[src/rtl/m_column_stack_tracker_if.sv]
// Request/response/status bundle between the game controller and the
// column stack tracker. The controller side uses the master modport, the
// tracker uses the slave modport.
interface m_column_stack_tracker_if #(
    parameter int NUM_COLS  = 7,
    parameter int NUM_ROWS  = 6,
    parameter int H_W       = $clog2(NUM_ROWS + 1),
    parameter int COL_W     = $clog2(NUM_COLS),
    parameter int MAX_MOVES = NUM_COLS * NUM_ROWS,
    parameter int MC_W      = $clog2(MAX_MOVES + 1)
);
    // request channel
    logic                       i_req_valid;
    logic                       o_req_ready;
    logic [1:0]                 i_req_op;
    logic [COL_W-1:0]           i_req_col;
    // response channel
    logic                       o_rsp_valid;
    logic                       o_rsp_ok;
    logic [1:0]                 o_rsp_op;
    logic [COL_W-1:0]           o_rsp_col;
    logic [H_W-1:0]             o_rsp_row;
    // board status
    logic [NUM_COLS*H_W-1:0]    o_heights;
    logic [NUM_COLS-1:0]        o_col_full;
    logic [MC_W-1:0]            o_move_count;
    logic                       o_board_full;

    modport master (
        output i_req_valid, i_req_op, i_req_col,
        input  o_req_ready, o_rsp_valid, o_rsp_ok, o_rsp_op, o_rsp_col, o_rsp_row,
        input  o_heights, o_col_full, o_move_count, o_board_full
    );

    modport slave (
        input  i_req_valid, i_req_op, i_req_col,
        output o_req_ready, o_rsp_valid, o_rsp_ok, o_rsp_op, o_rsp_col, o_rsp_row,
        output o_heights, o_col_full, o_move_count, o_board_full
    );
endinterface

[src/rtl/m_column_stack_tracker.sv]
// Per-column pile height tracker for the drop-piece board. Accepts DROP,
// UNDO and CLEAR requests, keeps a move-history stack for UNDO, and answers
// each request with a one-cycle registered response pulse. CLEAR walks the
// columns one per cycle while requests are held off.
module m_column_stack_tracker #(
    parameter int NUM_COLS  = 7,
    parameter int NUM_ROWS  = 6,
    parameter int H_W       = $clog2(NUM_ROWS + 1),
    parameter int COL_W     = $clog2(NUM_COLS),
    parameter int MAX_MOVES = NUM_COLS * NUM_ROWS,
    parameter int MC_W      = $clog2(MAX_MOVES + 1)
) (
    input  logic                    i_clk,
    input  logic                    i_rst_n,
    m_column_stack_tracker_if.slave bus
);

    localparam logic [1:0] OP_DROP  = 2'b00;
    localparam logic [1:0] OP_UNDO  = 2'b01;
    localparam logic [1:0] OP_CLEAR = 2'b10;

    localparam logic [COL_W:0]   NUM_COLS_W = (COL_W + 1)'(NUM_COLS);
    localparam logic [H_W-1:0]   ROWS_H     = H_W'(NUM_ROWS);
    localparam logic [COL_W-1:0] LAST_COL   = COL_W'(NUM_COLS - 1);
    localparam logic [MC_W-1:0]  MAX_MC     = MC_W'(MAX_MOVES);

    typedef enum logic {ST_IDLE, ST_CLEAR} state_t;

    state_t             state_reg, state_next;
    logic [COL_W-1:0]   clr_idx_reg, clr_idx_next;
    logic [MC_W-1:0]    mc_reg, mc_next;            // doubles as stack pointer
    logic [H_W-1:0]     heights_reg  [NUM_COLS];
    logic [H_W-1:0]     heights_next [NUM_COLS];
    logic [COL_W-1:0]   stack_reg    [MAX_MOVES];

    logic               rsp_valid_reg, rsp_valid_next;
    logic               rsp_ok_reg, rsp_ok_next;
    logic [1:0]         rsp_op_reg, rsp_op_next;
    logic [COL_W-1:0]   rsp_col_reg, rsp_col_next;
    logic [H_W-1:0]     rsp_row_reg, rsp_row_next;

    logic               push_en;
    logic [COL_W-1:0]   push_col;

    // Helper selects; indices are forced in range so no read goes off an array end
    logic               col_in_range;
    logic [COL_W-1:0]   drop_idx;
    logic [H_W-1:0]     drop_height;
    logic [MC_W-1:0]    top_idx;
    logic [COL_W-1:0]   undo_col;

    assign col_in_range = ({1'b0, bus.i_req_col} < NUM_COLS_W);
    assign drop_idx     = col_in_range ? bus.i_req_col : '0;
    assign drop_height  = heights_reg[drop_idx];
    assign top_idx      = (mc_reg == '0) ? '0 : (mc_reg - MC_W'(1));
    assign undo_col     = stack_reg[top_idx];

    // Next-state and response logic for the IDLE/CLEAR controller
    always_comb begin
        state_next     = state_reg;
        clr_idx_next   = clr_idx_reg;
        mc_next        = mc_reg;
        heights_next   = heights_reg;
        rsp_valid_next = 1'b0;
        rsp_ok_next    = 1'b0;
        rsp_op_next    = '0;
        rsp_col_next   = '0;
        rsp_row_next   = '0;
        push_en        = 1'b0;
        push_col       = bus.i_req_col;

        case (state_reg)
            ST_IDLE: begin
                if (bus.i_req_valid) begin
                    rsp_valid_next = 1'b1;
                    rsp_op_next    = bus.i_req_op;
                    case (bus.i_req_op)
                        OP_DROP: begin
                            rsp_col_next = bus.i_req_col;
                            if (col_in_range && (drop_height < ROWS_H)) begin
                                heights_next[drop_idx] = drop_height + H_W'(1);
                                push_en      = 1'b1;
                                mc_next      = mc_reg + MC_W'(1);
                                rsp_ok_next  = 1'b1;
                                rsp_row_next = drop_height;
                            end
                        end
                        OP_UNDO: begin
                            if (mc_reg != '0) begin
                                heights_next[undo_col] = heights_reg[undo_col] - H_W'(1);
                                mc_next      = mc_reg - MC_W'(1);
                                rsp_ok_next  = 1'b1;
                                rsp_col_next = undo_col;
                                rsp_row_next = heights_reg[undo_col] - H_W'(1);
                            end
                        end
                        OP_CLEAR: begin
                            // Response is deferred until the column sweep ends
                            rsp_valid_next = 1'b0;
                            mc_next        = '0;
                            clr_idx_next   = '0;
                            state_next     = ST_CLEAR;
                        end
                        default: ;  // reserved op: rejected, no state change
                    endcase
                end
            end
            ST_CLEAR: begin
                heights_next[clr_idx_reg] = '0;
                clr_idx_next = clr_idx_reg + COL_W'(1);
                if (clr_idx_reg == LAST_COL) begin
                    state_next     = ST_IDLE;
                    clr_idx_next   = '0;
                    rsp_valid_next = 1'b1;
                    rsp_ok_next    = 1'b1;
                    rsp_op_next    = OP_CLEAR;
                end
            end
            default: state_next = ST_IDLE;
        endcase
    end

    // State, counters, heights and response registers
    always_ff @(posedge i_clk or negedge i_rst_n) begin
        if (!i_rst_n) begin
            state_reg     <= ST_IDLE;
            clr_idx_reg   <= '0;
            mc_reg        <= '0;
            rsp_valid_reg <= 1'b0;
            rsp_ok_reg    <= 1'b0;
            rsp_op_reg    <= '0;
            rsp_col_reg   <= '0;
            rsp_row_reg   <= '0;
            for (int c = 0; c < NUM_COLS; c++) begin
                heights_reg[c] <= '0;
            end
        end else begin
            state_reg     <= state_next;
            clr_idx_reg   <= clr_idx_next;
            mc_reg        <= mc_next;
            rsp_valid_reg <= rsp_valid_next;
            rsp_ok_reg    <= rsp_ok_next;
            rsp_op_reg    <= rsp_op_next;
            rsp_col_reg   <= rsp_col_next;
            rsp_row_reg   <= rsp_row_next;
            for (int c = 0; c < NUM_COLS; c++) begin
                heights_reg[c] <= heights_next[c];
            end
        end
    end

    // Move-history stack; entries above the pointer are don't-care, so no reset
    always_ff @(posedge i_clk) begin
        if (push_en) begin
            stack_reg[mc_reg] <= push_col;
        end
    end

    // Status outputs straight from registers
    generate
        for (genvar gi = 0; gi < NUM_COLS; gi++) begin : g_col_out
            assign bus.o_heights[gi*H_W +: H_W] = heights_reg[gi];
            assign bus.o_col_full[gi]           = (heights_reg[gi] == ROWS_H);
        end
    endgenerate

    assign bus.o_req_ready  = (state_reg == ST_IDLE);
    assign bus.o_rsp_valid  = rsp_valid_reg;
    assign bus.o_rsp_ok     = rsp_ok_reg;
    assign bus.o_rsp_op     = rsp_op_reg;
    assign bus.o_rsp_col    = rsp_col_reg;
    assign bus.o_rsp_row    = rsp_row_reg;
    assign bus.o_move_count = mc_reg;
    assign bus.o_board_full = (mc_reg == MAX_MC);

endmodule

[src/flat_wrapper.sv]
// flat-port wrapper written by rule: the top's interface ports become plain ports
module m_column_stack_tracker_flat 
#(
    parameter int NUM_COLS  = 7,
    parameter int NUM_ROWS  = 6,
    parameter int H_W       = $clog2(NUM_ROWS + 1),
    parameter int COL_W     = $clog2(NUM_COLS),
    parameter int MAX_MOVES = NUM_COLS * NUM_ROWS,
    parameter int MC_W      = $clog2(MAX_MOVES + 1)
)
  (i_clk, i_rst_n, bus_i_req_valid, bus_i_req_op, bus_i_req_col, bus_o_req_ready, bus_o_rsp_valid, bus_o_rsp_ok, bus_o_rsp_op, bus_o_rsp_col, bus_o_rsp_row, bus_o_heights, bus_o_col_full, bus_o_move_count, bus_o_board_full);
  m_column_stack_tracker_if #(.NUM_COLS(NUM_COLS), .NUM_ROWS(NUM_ROWS), .H_W(H_W), .COL_W(COL_W), .MAX_MOVES(MAX_MOVES), .MC_W(MC_W)) bus_i ();
  input  logic i_clk;
  input  logic i_rst_n;
  input wire logic [$bits(bus_i.i_req_valid)-1:0] bus_i_req_valid;
  input wire logic [$bits(bus_i.i_req_op)-1:0] bus_i_req_op;
  input wire logic [$bits(bus_i.i_req_col)-1:0] bus_i_req_col;
  output wire logic [$bits(bus_i.o_req_ready)-1:0] bus_o_req_ready;
  output wire logic [$bits(bus_i.o_rsp_valid)-1:0] bus_o_rsp_valid;
  output wire logic [$bits(bus_i.o_rsp_ok)-1:0] bus_o_rsp_ok;
  output wire logic [$bits(bus_i.o_rsp_op)-1:0] bus_o_rsp_op;
  output wire logic [$bits(bus_i.o_rsp_col)-1:0] bus_o_rsp_col;
  output wire logic [$bits(bus_i.o_rsp_row)-1:0] bus_o_rsp_row;
  output wire logic [$bits(bus_i.o_heights)-1:0] bus_o_heights;
  output wire logic [$bits(bus_i.o_col_full)-1:0] bus_o_col_full;
  output wire logic [$bits(bus_i.o_move_count)-1:0] bus_o_move_count;
  output wire logic [$bits(bus_i.o_board_full)-1:0] bus_o_board_full;
  assign bus_i.i_req_valid = bus_i_req_valid;
  assign bus_i.i_req_op = bus_i_req_op;
  assign bus_i.i_req_col = bus_i_req_col;
  assign bus_o_req_ready = bus_i.o_req_ready;
  assign bus_o_rsp_valid = bus_i.o_rsp_valid;
  assign bus_o_rsp_ok = bus_i.o_rsp_ok;
  assign bus_o_rsp_op = bus_i.o_rsp_op;
  assign bus_o_rsp_col = bus_i.o_rsp_col;
  assign bus_o_rsp_row = bus_i.o_rsp_row;
  assign bus_o_heights = bus_i.o_heights;
  assign bus_o_col_full = bus_i.o_col_full;
  assign bus_o_move_count = bus_i.o_move_count;
  assign bus_o_board_full = bus_i.o_board_full;
  m_column_stack_tracker #(.NUM_COLS(NUM_COLS), .NUM_ROWS(NUM_ROWS), .H_W(H_W), .COL_W(COL_W), .MAX_MOVES(MAX_MOVES), .MC_W(MC_W)) u_core (.i_clk(i_clk), .i_rst_n(i_rst_n), .bus(bus_i));
endmodule
[config.mk]
export PLATFORM = sky130hd
export DESIGN_NAME = m_column_stack_tracker_flat
export DESIGN_NICKNAME = d
export VERILOG_FILES = /design/src/rtl/m_column_stack_tracker_if.sv /design/src/rtl/m_column_stack_tracker.sv /design/src/flat_wrapper.sv
export SDC_FILE = /design/constraint.sdc
export NUM_CORES = 1
export LEC_CHECK = 0
export BUFFER_PORTS_ARGS = -buffer_cell sky130_fd_sc_hd__buf_2
export CORE_UTILIZATION = 35
export DETAILED_ROUTE_END_ITERATION = 8
export GPL_TIMING_DRIVEN = 0
export RECOVER_POWER = 50
export SETUP_SLACK_MARGIN = 0.05
export SLEW_MARGIN = 40
export SYNTH_ARGS = -nofsm -noshare
export SYNTH_HDL_FRONTEND = slang
export SYNTH_SLANG_ARGS = --single-unit
[constraint.sdc]
create_clock -name i_clk -period 14.1 [get_ports i_clk]
set_clock_uncertainty 0.2 [all_clocks]
set_input_delay 0.705 -clock i_clk [delete_from_list [all_inputs] [get_ports i_clk]]
set_output_delay 0.705 -clock i_clk [all_outputs]
set_load 0.02 [all_outputs]
After elaboration in Yosys (flattened, before gate mapping)

Memories as Yosys holds them, arrays and structs flattened.
Cells that the tools add are included.

Register bits after elaboration: 41
Memories kept: 1
Logic and storage cells: 122
Output and inout port bits: 46
RAM bits: 126

Reductions and logical operators: 11
Magnitude comparators: 8
Bitwise operators: 6
Equal/unequal tests: 18
Muxes and demuxes: 58
Add/sub/neg operators: 5

Memory list:

| memory           | words | bits a word | read ports | clocked after Yosys merged registers in | write ports | RTL line                     | source |
|---|---|---|---|---|---|---|---|
| u_core.stack_reg | 42    | 3           | 1          | 0                                       | 1           | m_column_stack_tracker.sv:34 | `logic [COL_W-1:0] stack_reg [MAX_MOVES];` |

Operator list:

| cell                                                        | count |
|---|---|
| case mux 21 bit (2 select lines)                            | 2 |
| 2-to-1 mux 21 bit                                           | 3 |
| 2-to-1 mux 3 bit                                            | 18 |
| bitwise mux 21 bit                                          | 2 |
| demux 3 bit (select 3 bit)                                  | 3 |
| equality test 3 bit (second input constant)                 | 8 |
| bitwise AND 21 bit                                          | 1 |
| NOT 21 bit                                                  | 1 |
| binary-select mux 3 bit (select 3 bit)                      | 2 |
| 2-to-1 mux 6 bit                                            | 3 |
| case mux 3 bit (2 select lines)                             | 3 |
| case mux 6 bit (3 select lines)                             | 1 |
| 2-to-1 mux 1 bit                                            | 14 |
| greater-or-equal comparator 4 bit (second input constant)   | 3 |
| less-than comparator 4 x 1 -> 1 bit (second input constant) | 3 |
| NOT 3 -> 4 bit                                              | 3 |
| case mux 1 bit (2 select lines)                             | 4 |
| adder 3 x 1 -> 3 bit (second input constant)                | 2 |
| adder 6 x 1 -> 6 bit (second input constant)                | 1 |
| equality test 6 bit (second input constant)                 | 1 |
| zero test 6 bit                                             | 1 |
| less-than comparator 3 bit (second input constant)          | 2 |
| != test 2 x 1 -> 1 bit (second input constant)              | 3 |
| != test 3 x 2 -> 1 bit (second input constant)              | 2 |
| 16 further kinds                                            | 20 |

Logic depth before layout (Yosys ltp)

Depth after elaboration: 14
Gate-level depth with buffers: 22
Mapped depth without buffers: 18

Least setup slack after synthesis

OpenSTA, ideal clock, no wires.

Path kind: register to register
From: register u_core.mc_reg[0] (netlist: u_core.bus.o_move_count[0])
To: register u_core.heights_reg, in the netlist u_core.bus.o_heights[10]
Path buffers: 3
Arrival time: 4734 ps
Period minus slack after synthesis: 5001 ps
Setup time: 67 ps
Slack: 9099 ps
Stages on the path, launching flop included: 21
Cell sequence: dfrtp_1 clkinv_1 clkbuf_1 ha_1 clkbuf_1 nand2_1 a21boi_1 o22ai_1 nor3_1 o31a_1 a22o_1 or2_0 buf_2 a211o_1 o21a_1 a21boi_1 ha_1 nand2b_1 or3_1 o21ai_0 a32o_1

Word-level cells in the longest chain between the ends: 13

Ends and longest elaborated chain:

| what                                                                               | RTL line                      | source |
|---|---|---|
| start: declaration                                                                 | m_column_stack_tracker.sv:31  | `logic [MC_W-1:0] mc_reg, mc_next;` |
| start signal: assignment                                                           | m_column_stack_tracker.sv:140 | `mc_reg <= mc_next;` |
| subtractor 6 x 1 -> 6 bit / zero test 6 bit (equally long branches)                | m_column_stack_tracker.sv:55  | `assign top_idx = (mc_reg == '0) ? '0 : (mc_reg - MC_W'(1));` |
| 2-to-1 mux 6 bit                                                                   | m_column_stack_tracker.sv:55  |  |
| memory (42 x 3 bit)                                                                | --                            |  |
| NOT 3 -> 4 bit (implied by the code)                                               | m_column_stack_tracker.sv:90  | `heights_next[undo_col] = heights_reg[undo_col] - H_W'(1);` |
| binary-select mux 3 bit (select 3 bit), or another cell as far along               | m_column_stack_tracker.sv:90  |  |
| 2-to-1 mux 3 bit (implied by the code) / logical AND 1 bit (equally long branches) | m_column_stack_tracker.sv:90  |  |
| 2-to-1 mux 3 bit (implied by the code)                                             | m_column_stack_tracker.sv:90  |  |
| subtractor 3 x 1 -> 3 bit / demux 3 bit (select 3 bit) (equally long branches)     | m_column_stack_tracker.sv:90  |  |
| bitwise mux 21 bit                                                                 | m_column_stack_tracker.sv:90  |  |
| 2-to-1 mux 21 bit                                                                  | m_column_stack_tracker.sv:89  | `if (mc_reg != '0) begin` |
| case mux 21 bit (2 select lines)                                                   | m_column_stack_tracker.sv:77  | `case (bus.i_req_op)` |
| 2-to-1 mux 21 bit                                                                  | m_column_stack_tracker.sv:74  | `if (bus.i_req_valid) begin` |
| case mux 21 bit (2 select lines)                                                   | m_column_stack_tracker.sv:72  | `case (state_reg)` |
| end signal: indexed assignment                                                     | m_column_stack_tracker.sv:147 | `heights_reg[c] <= heights_next[c];` |
| end: declaration                                                                   | m_column_stack_tracker.sv:32  | `logic [H_W-1:0] heights_reg [NUM_COLS];` |

Parallel ways exist; a longest one is shown, timed or not. The select of a mux whose other input is x is not followed.
A chain may end at the register's enable or synchronous reset.

Worst setup path after layout

Same ends and word-level chain as after synthesis.

==> results.yml <==
cells_and_area:
  postLayoutCellArea_um2: 10000
  fill_cells: 2399
  multi_input_area_um2: 3630
  final_cell_mix: "126 x edfxtp_1, 92 x nor2_1, 83 x nand2_1"
  mostFrequentLayoutCell: "edfxtp_1"
  diodes: 0
  largest_reg_flops: 126
  area_growth_pct: 14.5
  drive_gt1_share_pct: 13.5
  register_area_um2: 4810
  fin_nets: 893
timing:
  timing.fmax_mhz: 142
  fin_crit_sh_pct: 50.1
  hold_ws_ns: 0.308
  final-max-slew-violation-count: 138
  hold_viol_final: 0
  finalCriticalPeriod_ns: 7.06
  worst_slew_pin_slew_ns: 2.30
  slew_headroom_pct: -53.4
  setup_violations: 0
  tns_ns: 0
  rsz0062_at_grt: "no"
routing:
  drc: 0
  drt_wl_total_mm: 28.0
  drt-pass1-iter-count: 5
  wire_per_inst_um: 23.1
  final_antenna_net_count: 0
  drt_iter0_drc: 821
  avgViaCountPerCell: 5.93
  vias: 7193
clock_network:
  cts_resized: 0
  clockBufferDepth: 2
  clkTransAtPathRegs_ns: 0.07
  cts_made_buffers: 17
  cts_tree: "built"
  cts_hold_buf: 0
  htreeDepth: 4
  post_cts_buffers: 0
  cts.sinks: 167
  clkLatencyLatePin_ns: 0.45
  root_buffer: "clkbuf_16"
grt:
  grt_overflow: 0
  grt_max_degree: 49
  antenna_found_initial: 0
  grt_usage_pct: 22.2
  grt_pass1_vias: 6954
  grt_pass1_wl_mm: 42.6
synthesis:
  synth_area_leaders: "edfxtp_1 43%, dfrtp_1 12%, nor2_1 4.0%"
  synth_edf_count: 126
  netlist_area_um2: 8740
  ys_types: 87
  avgSynthCellArea_um2: 10.9
  synthAdderAreaFrac_pct: 1.29
  synth.area.mux_share_pct: 4.68
  synth_nets: 819
  yosys_register_bits: 167
  async_flop_share_pct: 24.6
  synth_simple_gate_area_share_pct: 16.0
  synthFlopType: "edfxtp_1"
  synth-compound-area-share_pct: 18.5
  synth_top_cell_by_area: "edfxtp_1"
  synth_top_area_share_pct: 43.3
  synth_top_family_by_area: "compound AO/OA/AOI/OAI gates"
  yosysWarnings: 0
  synthXorXnorAreaFrac_pct: 1.00
  ys_seq_area_share_pct: 55.0
  syn_inst: 802
floorplanning:
  die_x_um: 160
  die_y_um: 160
  row_count: 57
  start_util_pct: 35.8
  core_area_um2: 24400
  die-area_um2: 25600
  design.portCount: 54
worst_setup_path:
  slowest_stage: "dfrtp_1"
  startpoint_type: "flop"
  endpoint_kind: "flop"
  path_class: "flop to flop"
  path_cells: "clkinv_1 > clkbuf_1 > ha_1 > nor3b_2 > buf_2 > nand2_1 > clkbuf_1 > o2bb2ai_1 > a21oi_1 > o211a_1 > o41ai_4 > o21ai_0 > o21a_1 > a21boi_1 > ha_1 > nand2b_1 > or3_1 > o21ai_0 > a32o_1"
  cp_max_fo: 11
  cpPeakStageDelay_ns: 0.66
  cp.required_ns: 14.28
  reg2reg_to: "u_core.bus.o_heights[10]$_DFFE_PN0P_"
  cp_num_buf_inv: 4
  r2r-start: "u_core.bus.o_move_count[0]$_DFFE_PN0P_"
  worstSetupPathDepth: 19
  worstPathArrival_ns: 7.24
  ff2ff_setup_slack_ns: 7.04
  r2r_cells: 19
  crit_family: "compound AO/OA/AOI/OAI gates"
run_status:
  violations: "capacitance limit, slew limit"
  status: "complete, but fails checks"
min_path:
  holdCritPathClass: "input pin to flop"
  hold_depth: 1
  whs_endpoint: "u_core.stack_reg[22][0]$_DFFE_PP_"
  hp-start: "bus_i_req_col[0]"
run:
  maxCapViolCount: 3
placement:
  dp_hpwl_mm: 19.6
  gp_congestion: 0.950
  portBuffers: 53
  post_dp_cell_area_um2: 9470
kinds of logic after synthesis:
| group | after synthesis |
|---|---|
| xor+xnor | 10 |
| mux | 34 |
| fa+ha+maj | 9 |
| buf+inv | 68 |
| simple gates | 290 |
| flops | 167 |
| compound gates | 224 |
final cells by class:
type | instances | share of cell area, %
plain buffers | 48 | 2.26
clock buffers | 17 | 4.25
multi-input cells | 567 | 36.3
well taps | 324 | 4.05
flip-flops and latches | 167 | 48.1
inverters | 20 | 0.750
repair buffers | 55 | 2.45
clock inverters | 15 | 1.88
worst max-delay path by stage:
stage                                                       to                              startpoint  slack [ns]
after CTS                 u_core.bus.o_heights[10]$_DFFE_PN0P_  u_core.bus.o_move_count[0]$_DFFE_PN0P_        7.20
final                     u_core.bus.o_heights[10]$_DFFE_PN0P_  u_core.bus.o_move_count[0]$_DFFE_PN0P_        7.04
after global placement    u_core.bus.o_heights[10]$_DFFE_PN0P_  u_core.bus.o_move_count[0]$_DFFE_PN0P_        7.21
after floorplan           u_core.bus.o_heights[10]$_DFFE_PN0P_  u_core.bus.o_move_count[0]$_DFFE_PN0P_        9.10
after global routing      u_core.bus.o_heights[10]$_DFFE_PN0P_  u_core.bus.o_move_count[0]$_DFFE_PN0P_        6.92
after detailed placement  u_core.bus.o_heights[10]$_DFFE_PN0P_  u_core.bus.o_move_count[0]$_DFFE_PN0P_        7.23
per-layer routing:
layer | vias to the layer above | GRT usage (%) | share of wire [%]
li1 | 3213 | - | -
met1 | 3516 | 30.0 | 44
met2 | 381 | 34.6 | 45
met3 | 83 | 4.16 | 7.4
met4 | 0 | 10.3 | 3.7
met5 | - | 0 | 0
synth_stat cells (all sizes together) (15+ instances only):
master,n
a31oi,16
a21oi,29
clkbuf,24
edfxtp,126
o22ai,19
mux2i,15
nand2,84
mux2,15
nor3,16
dfrtp,41
nor2,96
o21ai,48
nand3,24
inv,18
buf,24
stage by stage:
| step | setup slack [ns] | cells | util, % |
|---|---|---|---|
| after global placement | 7.21 | 1179 | 38.6 |
| after global routing | 6.92 | 1213 | 41.0 |
| final | 7.04 | 1213 | 41.0 |
| after detailed placement | 7.23 | 1181 | 38.8 |
| after floorplan | 9.10 | 802 | - |
| after CTS | 7.20 | 1213 | 41.4 |
Power is left out: the tool's default activity adds up to more than one toggle a clock period on the data nets, which glitch-free logic cannot reach.
